$ cat config.mk
export PLATFORM = sky130hd
export DESIGN_NAME = traffic_request_encoder
export DESIGN_NICKNAME = d
export VERILOG_FILES = /design/src/rtl/traffic_request_encoder.sv
export SDC_FILE = /design/constraint.sdc
export NUM_CORES = 1
export LEC_CHECK = 0
export ABC_AREA = 1
export CAP_MARGIN = 20
export CELL_PAD_IN_SITES_DETAIL_PLACEMENT = 0
export CELL_PAD_IN_SITES_GLOBAL_PLACEMENT = 1
export CORE_MARGIN = 2
export CORE_UTILIZATION = 35
export CTS_CLUSTER_SIZE = 20
export DETAILED_ROUTE_END_ITERATION = 8
export HOLD_SLACK_MARGIN = 0.05
export PLACE_DENSITY_LB_ADDON = 0.1
export SYNTH_ARGS = -nofsm -noshare
export SYNTH_HDL_FRONTEND = slang
export SYNTH_SLANG_ARGS = --single-unit
export TNS_END_PERCENT = 100
$ cat constraint.sdc
create_clock -name clk -period 4.8 [get_ports clk]
set_input_delay 1.44 -clock clk [delete_from_list [all_inputs] [get_ports clk]]
set_output_delay 1.44 -clock clk [all_outputs]
set_load 0.005 [all_outputs]
$ cat src/rtl/traffic_request_encoder.sv
// Request front-end for the traffic light controller: debounces three roadside
// sensors, latches them as pending requests, and issues them round-robin until granted.
module traffic_request_encoder #(
  parameter int DEB_CYCLES = 4,
  parameter int TIMEOUT    = 32,
  parameter int GAP_CYCLES = 2
) (
  input  logic       clk,
  input  logic       res,
  input  logic       en,
  input  logic [2:0] sense,
  input  logic [3:0] light,
  output logic [1:0] req_code,
  output logic       req_active,
  output logic [2:0] pending,
  output logic       grant_pulse,
  output logic       timeout_pulse
);

  localparam logic [3:0] DEB_LAST   = 4'(DEB_CYCLES - 1);
  localparam logic [7:0] TIMER_LOAD = 8'(TIMEOUT);
  localparam logic [3:0] GAP_LOAD   = 4'(GAP_CYCLES);
  localparam logic [1:0] CODE_IDLE  = 2'b11;

  typedef enum logic [1:0] {IDLE, ISSUE, WAIT_GRANT, GAP} state_t;

  function automatic logic [3:0] grant_pattern(input logic [1:0] code);
    grant_pattern = 4'b1000 >> code;
  endfunction

  // First pending bit at or after ptr, wrapping 2 -> 0.
  function automatic logic [1:0] rr_pick(input logic [2:0] p, input logic [1:0] ptr);
    logic [1:0] idx;
    rr_pick = ptr;
    for (int k = 2; k >= 0; k--) begin
      idx = 2'((int'(ptr) + k) % 3);
      if (p[idx]) rr_pick = idx;
    end
  endfunction

  logic [3:0] deb_cnt [3];
  logic [2:0] filt, filt_q, rise;

  always_ff @(posedge clk) begin
    if (res) begin
      filt   <= '0;
      filt_q <= '0;
      // NOTE: these counters are ordinary registers, so they are reset; a true RAM array would not be.
      for (int i = 0; i < 3; i++) deb_cnt[i] <= '0;
    end else begin
      // NOTE: non-blocking assignments so every register samples pre-edge values.
      filt_q <= filt;
      for (int i = 0; i < 3; i++) begin
        if (sense[i] == filt[i]) begin
          deb_cnt[i] <= '0;
        end else if (deb_cnt[i] == DEB_LAST) begin
          filt[i]    <= sense[i];
          deb_cnt[i] <= '0;
        end else begin
          deb_cnt[i] <= deb_cnt[i] + 4'd1;
        end
      end
    end
  end

  assign rise = filt & ~filt_q;

  state_t     state, state_n;
  logic [1:0] sel, sel_n, rr_ptr, rr_ptr_n, code_n;
  logic [7:0] timer, timer_n;
  logic [3:0] gap_cnt, gap_n;
  logic [2:0] clr;
  logic       active_n, grant_n, timeout_n, granted;

  assign granted = (light == grant_pattern(sel));

  always_comb begin
    // NOTE: every comb output gets a default first so no path infers a latch.
    state_n   = state;
    sel_n     = sel;
    rr_ptr_n  = rr_ptr;
    timer_n   = timer;
    gap_n     = gap_cnt;
    clr       = '0;
    code_n    = CODE_IDLE;
    active_n  = 1'b0;
    grant_n   = 1'b0;
    timeout_n = 1'b0;

    case (state)
      IDLE: begin
        if (en && pending != '0) begin
          sel_n   = rr_pick(pending, rr_ptr);
          state_n = ISSUE;
        end
      end
      ISSUE: begin
        code_n   = sel;
        active_n = 1'b1;
        timer_n  = TIMER_LOAD;
        state_n  = WAIT_GRANT;
      end
      WAIT_GRANT: begin
        timer_n = timer - 8'd1;
        // A grant on the final timer cycle still counts as a grant.
        if (granted || timer_n == '0) begin
          grant_n   = granted;
          timeout_n = !granted;
          clr       = 3'b001 << sel;
          rr_ptr_n  = (sel == 2'd2) ? 2'd0 : sel + 2'd1;
          gap_n     = GAP_LOAD;
          state_n   = (GAP_LOAD == '0) ? IDLE : GAP;
        end else begin
          code_n   = sel;
          active_n = 1'b1;
        end
      end
      GAP: begin
        if (gap_cnt <= 4'd1) state_n = IDLE;
        else                 gap_n   = gap_cnt - 4'd1;
      end
      default: state_n = IDLE;
    endcase

    // Dropping enable abandons silently: pending bit and pointer untouched.
    if (!en && state != IDLE) begin
      state_n   = IDLE;
      code_n    = CODE_IDLE;
      active_n  = 1'b0;
      grant_n   = 1'b0;
      timeout_n = 1'b0;
      clr       = '0;
      rr_ptr_n  = rr_ptr;
    end
  end

  always_ff @(posedge clk) begin
    if (res) begin
      state         <= IDLE;
      sel           <= '0;
      rr_ptr        <= '0;
      timer         <= '0;
      gap_cnt       <= '0;
      pending       <= '0;
      req_code      <= CODE_IDLE;
      req_active    <= 1'b0;
      grant_pulse   <= 1'b0;
      timeout_pulse <= 1'b0;
    end else begin
      state         <= state_n;
      sel           <= sel_n;
      rr_ptr        <= rr_ptr_n;
      timer         <= timer_n;
      gap_cnt       <= gap_n;
      // A rise on an already-pending bit is absorbed, including the retiring cycle.
      pending       <= (pending & ~clr) | (rise & ~pending);
      req_code      <= code_n;
      req_active    <= active_n;
      grant_pulse   <= grant_n;
      timeout_pulse <= timeout_n;
    end
  end

endmodule

==> results.json, run 1 <==
{
  "reg2reg_slack_ps": 2800,
  "finalHoldViolCount": 0,
  "grtUsageTotal_pct": 13.7,
  "cts_root_buf": "clkbuf_8",
  "worst_pin_slew_ps": 764,
  "worst_path_max_delay_cell": "clkdlybuf4s50_1",
  "dieArea_um2": 7620,
  "r2r_end": "gap_cnt[2]$_SDFFE_PP0P_",
  "period_share_pct": 61.1,
  "area_delta_synth_final_pct": 15.7,
  "place_worst_setup_slack_ps": 1510,
  "avgRoutedWirePerCell_um": 11.0,
  "syn_area_per_cell_um2": 7.71,
  "path_buf_inv": 2,
  "routed_wl_um": 4720,
  "cts_buffers": 5,
  "finalSetupViolCount": 0,
  "maxSlewHeadroom_pct": 48.5,
  "place.gp.congestion": 0.770,
  "drive_gt1_share_pct": 7.47,
  "path_cells": "clkdlybuf4s50_1 -> inv_1 -> o21ai_0 -> a21oi_1 -> nand2_1 -> a21oi_1",
  "crit_required_ps": 4940,
  "grt_pass1_wl_um": 8340,
  "grt_overflow_total": 0,
  "tns_ps": 0,
  "path_delay_family": "buffers and inverters",
  "worst_path_largest_cell_delay_ps": 650,
  "nNetsFinal": 372,
  "h-tree-depth": 2,
  "cp_common_cell": "a21oi_1",
  "clkSlewWorstSetupHoldPaths_ps": 80,
  "ys_warn_count": 0,
  "ys_ff_latch": 44,
  "initial_core_util_pct": 36.0,
  "fin_worst_skew_ps": 6.57,
  "cts_sinks": 44,
  "cts_hold_buf": 0,
  "remaining_drc_errors": 0,
  "rsz0062_at_grt": "false",
  "hp-class": "register to register",
  "netlist_area_um2": 2430,
  "p_switching_mw": 0.286,
  "cp-startpoint": "res",
  "first_global_vias": 1875,
  "core-area_um2": 6760,
  "port_buffers": 17,
  "crit_fanout": 12,
  "pwr-share-comb_pct": 26.1,
  "critPathKind": "input pin to register",
  "cts_tree": "done",
  "cp_num_cells": 6,
  "cp-start-kind": "input pin",
  "antenna_found_initial": 0,
  "finalWorstSetupSlack_ps": 1870,
  "filler_cell_count": 719,
  "switching_share_pct": 32.1,
  "fmax_mhz": 341,
  "cts_resized": 0,
  "grt_max_degree": 14,
  "maxCapViolations": 0,
  "post-route-min-period_ps": 2930,
  "p_leak_nw": 1.19,
  "power_density_nw_per_um2": 317,
  "ir_drop_v": 0.000117,
  "ioPinCount": 18,
  "ys_seq_area_share_pct": 41.2,
  "min_from": "gap_cnt[1]$_SDFFE_PP0P_",
  "cp-end-kind": "register",
  "dp_hpwl_um": 3620,
  "cts_setup_buffers": 0,
  "die_y_um": 87.3,
  "final_max_slew_viol_count": 0,
  "rr_worst_depth": 6,
  "whs_ps": 486,
  "r2r-start": "state[0]$_SDFFE_PP0P_",
  "clk_latency_ps": 290,
  "fp.dieW_um": 87.3,
  "rows": 30,
  "yosysUniqueCellTypes": 36,
  "seqPwrFrac_pct": 48.8,
  "routed_via_density": 4.60,
  "cp.arrival_ps": 3070,
  "netlist_instances": 315,
  "ant_nets": 0,
  "run_status": "completed",
  "dr.first_iter.drc_count": 99,
  "internal_power_mw": 0.606,
  "setup.worst_path.end": "deb_cnt[2][2]$_SDFFCE_PN0P_",
  "clock_power_share_pct": 25.2,
  "cts.path.max_buffers": 2,
  "dr_total_vias": 1969,
  "dr.pass1.iters": 4,
  "diodes": 0
}
[worst reg2reg max path, cell delays in order (launching register included)]
cell     delay, ps
dfxtp_1        340
inv_1          100
ha_1           390
inv_1          110
o21ai_0        630
nand3_1        190
a21oi_2        160
[sequential cells by signal, summed over array words and instances, names as in the netlist]
register,cells
timer,8
req_active,1
deb_cnt,12
gap_cnt,4
pending,3
filt,3
timeout_pulse,1
req_code,2
filt_q,3
state,2
rr_ptr,2
grant_pulse,1
sel,2
[metrics by stage]
stage	util (%)	total power, mW	cells	cell area [um2]
floorplan	-	0.611	326	2470
global placement	40.4	0.679	420	2730
detailed placement	40.4	0.677	420	2730
CTS	41.6	0.902	428	2810
global route	41.6	0.964	428	2810
finish	41.6	0.892	428	2810
[how the worst min path moves through the flow]
stage | depth (start not counted) | end
floorplan | 2 | filt_q[0]$_SDFF_PP0_
global placement | 2 | gap_cnt[1]$_SDFFE_PP0P_
detailed placement | 2 | gap_cnt[1]$_SDFFE_PP0P_
CTS | 2 | gap_cnt[1]$_SDFFE_PP0P_
global route | 2 | timer[7]$_SDFFE_PP0N_
finish | 2 | gap_cnt[1]$_SDFFE_PP0P_
[logic make-up after synthesis]
group | count (synthesis) | synth area share [%]
AO/OA/AOI/OAI | 58 | 13.3
XOR/XNOR | 8 | 2.88
adder cells (fa/ha/maj) | 15 | 7.72
buffers and inverters | 53 | 8.34
flip-flops | 44 | 41.2
multiplexers | 1 | 0.412
other | 1 | 0.154
AND/OR/NAND/NOR | 135 | 26.0
[Yosys cell counts (all sizes together)]
library cell | number | area [um2]
nand2 | 56 | 225
inv | 49 | 184
nor2 | 47 | 189
dfxtp | 32 | 641
a21oi | 26 | 138
o21ai | 22 | 110
nand3 | 19 | 118
ha | 15 | 188
edfxtp | 12 | 360
xor2 | 7 | 61.3
nand4 | 5 | 46.3
o211ai | 4 | 30.0
or2 | 4 | 25.0
clkbuf | 3 | 11.3
nand3b | 3 | 22.5
a21boi | 1 | 7.51
a2bb2oi | 1 | 8.76
a31oi | 1 | 6.26
buf | 1 | 7.51
conb | 1 | 3.75
mux2i | 1 | 10.0
nor3 | 1 | 5.00
o21bai | 1 | 7.51
o221ai | 1 | 8.76
o31ai | 1 | 7.51
xnor2 | 1 | 8.76
[metal layers]
| metal | track usage [%] | vias to the layer above | share of wire [%] |
|---|---|---|---|
| met5 | 0 | - | 0 |
| met4 | 4.20 | 0 | 1.0 |
| met3 | 3.70 | 4 | 3.8 |
| met2 | 22.2 | 33 | 45 |
| met1 | 17.8 | 860 | 50 |
| li1 | - | 1072 | - |
[cell usage in the layout, fill, tap and decap left out, types with 4 or more instances in the layout]
master / netlist / layout
inv_1: 47 / 47
nand4_1: 4 / 4
edfxtp_1: 12 / 12
nor2_1: 44 / 44
clkdlybuf4s50_1: 0 / 17
nand2_1: 52 / 52
conb_1: 1 / 12
clkbuf_8: 0 / 5
o211ai_1: 4 / 4
nand3_1: 16 / 16
or2_2: 4 / 4
ha_1: 15 / 15
a21oi_1: 24 / 24
xor2_1: 7 / 7
dfxtp_1: 32 / 32
o21ai_1: 4 / 4
o21ai_0: 18 / 18
[power by group through the flow]
stage | logic [mW] | clock network (mW) | registers [mW]
2_1_floorplan | 0.172 | 0 | 0.439
3_3_place_gp | 0.236 | 0 | 0.444
3_5_place_dp | 0.234 | 0 | 0.444
4_1_cts | 0.235 | 0.232 | 0.435
5_1_grt | 0.276 | 0.249 | 0.439
6_report | 0.233 | 0.224 | 0.435
[final cells by class]
cell class              instances  area [um2]  share of cell area [%]
well taps                      80         100                    3.56
multi-input cells             229        1270                    45.1
flip-flops and latches         44        1000                    35.6
clock inverters                 1        5.00                   0.178
inverters                      49         184                    6.54
repair buffers                 18         178                    6.32
clock buffers                   7        76.3                    2.71
(Power assumes the default switching activity.)
==> inputs of run 2 (changes only) <==
clock period = 2.45 ns   (was 4.8 ns; I/O delays follow)
==> run 2 against run 1 <==
Effect of this change: largest cell class unchanged; first-iteration DRC count down 24%; wire length fell by 1.1%; cell count is 0.70% higher; worst hold slack hardly changed; worst setup slack lost 1400 ps; total power up 96%; non-clock buffer count grew 4; count of clock-buffer cells in the layout stayed put; via count up 1.1%.
==> results.json, run 2 (synthesis gave the netlist of run 1 again) <==
{
  "grtUsageTotal_pct": 13.3,
  "cts_sinks": 44,
  "maxCapViolations": 0,
  "place_worst_setup_slack_ps": 246,
  "area_delta_synth_final_pct": 16.7,
  "dr.first_iter.drc_count": 75,
  "cts_hold_buf": 0,
  "first_global_vias": 1796,
  "grt_pass1_wl_um": 8010,
  "seqPwrFrac_pct": 48.7,
  "grt_max_degree": 13,
  "routed_via_density": 4.62,
  "dr.pass1.iters": 4,
  "fin_util_pct": 42.0,
  "period_share_pct": 82.3,
  "crit_required_ps": 1710,
  "worst_path_max_delay_cell": "clkdlybuf4s50_1",
  "finalWorstSetupSlack_ps": 433,
  "dieArea_um2": 7620,
  "grt_overflow_total": 0,
  "worst_path_largest_cell_delay_ps": 550,
  "filler_cell_count": 724,
  "port_buffers": 17,
  "p_leak_nw": 1.20,
  "cts_setup_buffers": 0,
  "clock_power_share_pct": 24.3,
  "nNetsFinal": 376,
  "clkSlewWorstSetupHoldPaths_ps": 70,
  "cts_root_buf": "clkbuf_8",
  "place.gp.congestion": 0.764,
  "path_delay_family": "buffers and inverters",
  "cts_tree": "done",
  "pwr-share-comb_pct": 27.0,
  "largest_register_ffs": 12,
  "post-route-min-period_ps": 2020,
  "finalHoldViolCount": 0,
  "initial_core_util_pct": 36.0,
  "drive_gt1_share_pct": 8.26,
  "fin_worst_skew_ps": 3.91,
  "cp-startpoint": "pending[1]$_SDFF_PP0_",
  "avgRoutedWirePerCell_um": 10.8,
  "final_common_cell": "nand2_1",
  "core-area_um2": 6760,
  "finalSetupViolCount": 0,
  "run_status": "completed",
  "ir_drop_v": 0.000258,
  "largest_register": "deb_cnt",
  "internal_power_mw": 1.19,
  "crit_fanout": 6,
  "cp-end-kind": "primary output",
  "path_buf_inv": 1,
  "p_switching_mw": 0.553,
  "dr_total_vias": 1991,
  "cts_resized": 0,
  "cp-start-kind": "register",
  "hp-class": "register to register",
  "ant_nets": 0,
  "place_inst": 424,
  "dp_hpwl_um": 3550,
  "cp.arrival_ps": 1280,
  "cts_buffers": 5,
  "critPathKind": "register to primary output",
  "routed_wl_um": 4660,
  "most-common-layout-cells": "nand2_1, inv_1, nor2_1",
  "rsz0062_at_grt": "false",
  "rows": 30,
  "antenna_found_initial": 0,
  "power_density_nw_per_um2": 616,
  "whs_ps": 486,
  "r2r-start": "timer[0]$_SDFFE_PP0N_",
  "remaining_drc_errors": 0,
  "switching_share_pct": 31.7,
  "ioPinCount": 18,
  "die_y_um": 87.3,
  "reg_top3": "deb_cnt x12, timer x8, gap_cnt x4",
  "final_max_slew_viol_count": 0,
  "layout.cells.non_filler": 431,
  "min_from": "gap_cnt[2]$_SDFFE_PP0P_",
  "diodes": 0,
  "h-tree-depth": 2,
  "cts.path.max_buffers": 2,
  "fmax_mhz": 496,
  "path_cells": "clkdlybuf4s50_1",
  "clk_latency_ps": 290,
  "fp.dieW_um": 87.3,
  "tns_ps": 0
}
-- run 2: cell types whose count changed in the layout (fill, tap and decap cells not counted) --
cell / change
buf_4: +4
clkinv_2: -1
-- run 2: power groups by stage --
stage / Combinational (mW) / Sequential [mW] / Clock, mW
CTS: 0.474 / 0.850 / 0.452
finish: 0.472 / 0.850 / 0.424
global route: 0.544 / 0.858 / 0.479
detailed placement: 0.470 / 0.868 / 0
global placement: 0.476 / 0.866 / 0
floorplan: 0.337 / 0.861 / 0
-- run 2: stage by stage --
stage / instance area [um2] / total power, mW
global route: 2840 / 1.88
finish: 2840 / 1.75
CTS: 2840 / 1.78
detailed placement: 2760 / 1.34
floorplan: 2470 / 1.20
global placement: 2760 / 1.34
-- run 2: path summary, 6_finish.rpt --
| check | endpoint | slack [ps] | cells past startpoint |
|---|---|---|---|
| min reg2reg | gap_cnt[2]$_SDFFE_PP0P_ | 490 | 2 |
| max | pending[1] | 430 | 1 |
| max reg2reg | pending[0]$_SDFF_PP0_ | 560 | 13 |
| min | gap_cnt[2]$_SDFFE_PP0P_ | 490 | 2 |
-- run 2: final cells by class --
type	count	area, um2	share of cell area [%]
multi-input combinational	229	1270	44.7
timing repair buffer	22	208	7.32
sequential	44	1000	35.3
clock buffer	7	76.3	2.69
inverter	49	184	6.48
tap	80	100	3.53
-- run 2: layer usage --
| metal | vias to the layer above | global-route usage (%) | routed length, um |
|---|---|---|---|
| li1 | 1084 | - | - |
| met1 | 879 | 18.0 | 2430 |
| met2 | 24 | 20.5 | 2020 |
| met3 | 4 | 3.60 | 153 |
| met4 | 0 | 4.62 | 61 |
| met5 | - | 0 | 0 |
==> inputs of run 3 (changes only) <==
clock period = 1.7 ns   (was 2.45 ns; I/O delays follow)
==> run 3 against run 2 <==
Effect of this change: flip-flop and latch count is the same; sequential share of layout area shrank 2.6 points; via count grew 4.5%; total power grew 51%; critical path depth is the same; first-iteration DRC count grew 2.7%; largest cell class unchanged; highest routed layer unchanged.
==> results.json, run 3 (synthesis gave the netlist of run 1 again) <==
{
  "run_status": "completed",
  "most-common-layout-cells": "nand2_1, inv_1, nor2_1",
  "cp-start-kind": "register",
  "ant_nets": 0,
  "remaining_drc_errors": 0,
  "routed_wl_um": 5140,
  "antenna_found_initial": 0,
  "crit_fanout": 4,
  "grt_pass1_wl_um": 8650,
  "core-area_um2": 6760,
  "clk_latency_ps": 290,
  "routed_via_density": 4.60,
  "port_buffers": 17,
  "min_from": "timer[7]$_SDFFE_PP0N_",
  "largest_register_ffs": 12,
  "total_power_mw": 2.63,
  "cts_sinks": 44,
  "hp-class": "register to register",
  "post-route-min-period_ps": 1670,
  "rsz0062_at_grt": "true",
  "drive_gt1_share_pct": 21.0,
  "maxCapViolations": 0,
  "grtUsageTotal_pct": 14.4,
  "reg_top3": "deb_cnt x12, timer x8, gap_cnt x4",
  "reg2reg_slack_ps": 100,
  "initial_core_util_pct": 36.0,
  "whs_endpoint": "timer[7]$_SDFFE_PP0N_",
  "whs_ps": 482,
  "design_area_um2": 3100,
  "dpl-instance-area_um2": 2900,
  "cp.arrival_ps": 1160,
  "dr.pass1.iters": 4,
  "grt_max_degree": 13,
  "largest_register": "deb_cnt",
  "period_share_pct": 98.2,
  "power_density_nw_per_um2": 850,
  "dieArea_um2": 7620,
  "rr_worst_depth": 12,
  "crit_required_ps": 1190,
  "ioPinCount": 18,
  "dp_hpwl_um": 3940,
  "final_common_cell": "nand2_1",
  "final_max_slew_viol_count": 0,
  "cts_buffers": 5,
  "cts.path.max_buffers": 2,
  "path_buf_inv": 1,
  "nNetsFinal": 396,
  "fin_worst_skew_ps": 6.13,
  "path_cells": "clkdlybuf4s50_1",
  "place.gp.congestion": 0.753,
  "dr.first_iter.drc_count": 77,
  "avgRoutedWirePerCell_um": 11.4,
  "fp.dieW_um": 87.3,
  "rows": 30,
  "worst_path_largest_cell_delay_ps": 500,
  "cts_tree": "done",
  "area_delta_synth_final_pct": 27.5,
  "p_leak_nw": 1.31,
  "cts_root_buf": "clkbuf_8",
  "first_global_vias": 1965,
  "critPathKind": "register to primary output",
  "diodes": 0,
  "cp-end-kind": "primary output",
  "dr_total_vias": 2081,
  "path_delay_family": "buffers and inverters",
  "fmax_mhz": 599,
  "grt_overflow_total": 0,
  "finalSetupViolCount": 0,
  "r2r-start": "timer[1]$_SDFFE_PP0N_",
  "ir_drop_v": 0.000310,
  "finalHoldViolCount": 0,
  "die_y_um": 87.3,
  "worst_path_max_delay_cell": "clkdlybuf4s50_1",
  "h-tree-depth": 2,
  "r2r_end": "gap_cnt[2]$_SDFFE_PP0P_",
  "hold_depth": 2,
  "clkSlewWorstSetupHoldPaths_ps": 80
}
run 3: cell types whose count changed in the layout (fill, tap and decap cells not counted), sizes merged:
cell | previous run | this run
buf | 5 | 25
clkinv | 0 | 1
run 3: layout make-up:
class                   count  area (um2)
fillers                   720        3660
inverters                  49         184
multi-input cells         229        1360
flip-flops and latches     44        1010
repair buffers             42         362
clock inverters             1        3.75
clock buffers               7        76.3
well taps                  80         100
run 3: power by group:
part | internal [mW] | total (mW) | switching (mW)
sequential | 1.16 | 1.23 | 0.0672
combinational | 0.328 | 0.766 | 0.438
clock | 0.287 | 0.637 | 0.350
total | 1.78 | 2.63 | 0.856
run 3: layer usage:
| metal | global-route usage, % | vias to the layer above | wire length [um] |
|---|---|---|---|
| li1 | - | 1118 | - |
| met1 | 18.5 | 934 | 2590 |
| met2 | 24.0 | 24 | 2330 |
| met3 | 3.13 | 5 | 147 |
| met4 | 4.20 | 0 | 65 |
| met5 | 0 | - | 0 |
run 3: worst register-to-register path: cells and delay by family, from the launching register on:
kind / cells / cell delay (ps)
adders and majority gates: 1 / 170
and+or+nand+nor: 8 / 760
DFF: 1 / 340
buffers and inverters: 2 / 120
AOI/OAI and AO/OA: 1 / 130
run 3: worst max path at each step:
stage,endpoint,cells after the start,from,slack [ps]
global placement,pending[1]$_SDFF_PP0_,7,light[0],-200
floorplan,pending[2]$_SDFF_PP0_,13,timer[0]$_SDFFE_PP0N_,90
finish,pending[2],1,pending[2]$_SDFF_PP0_,30
global route,gap_cnt[1]$_SDFFE_PP0P_,13,timer[1]$_SDFFE_PP0N_,-20
CTS,sel[1]$_SDFFE_PP0P_,10,rr_ptr[0]$_SDFFE_PP0P_,4
detailed placement,rr_ptr[0]$_SDFFE_PP0P_,7,light[3],-230
run 3: metrics by stage:
stage | util (%) | setup slack (ps) | cells | TNS [ps]
2_1_floorplan | - | 92.8 | 326 | 0
3_3_place_gp | 42.9 | -197 | 442 | -3760
3_5_place_dp | 42.9 | -232 | 442 | -4320
4_1_cts | 44.4 | 3.56 | 450 | 0
5_1_grt | 45.9 | -21.5 | 452 | -73.5
6_report | 45.9 | 30.7 | 452 | 0
run 3: what timing repair did:
item                                    CTS  global route
hold buffers                              0             0
pin swaps                                 1            11
gates resized for setup                   9            27
setup buffers                             0             2
endpoints found under the setup margin   18            17
endpoints found under the hold margin     0             0
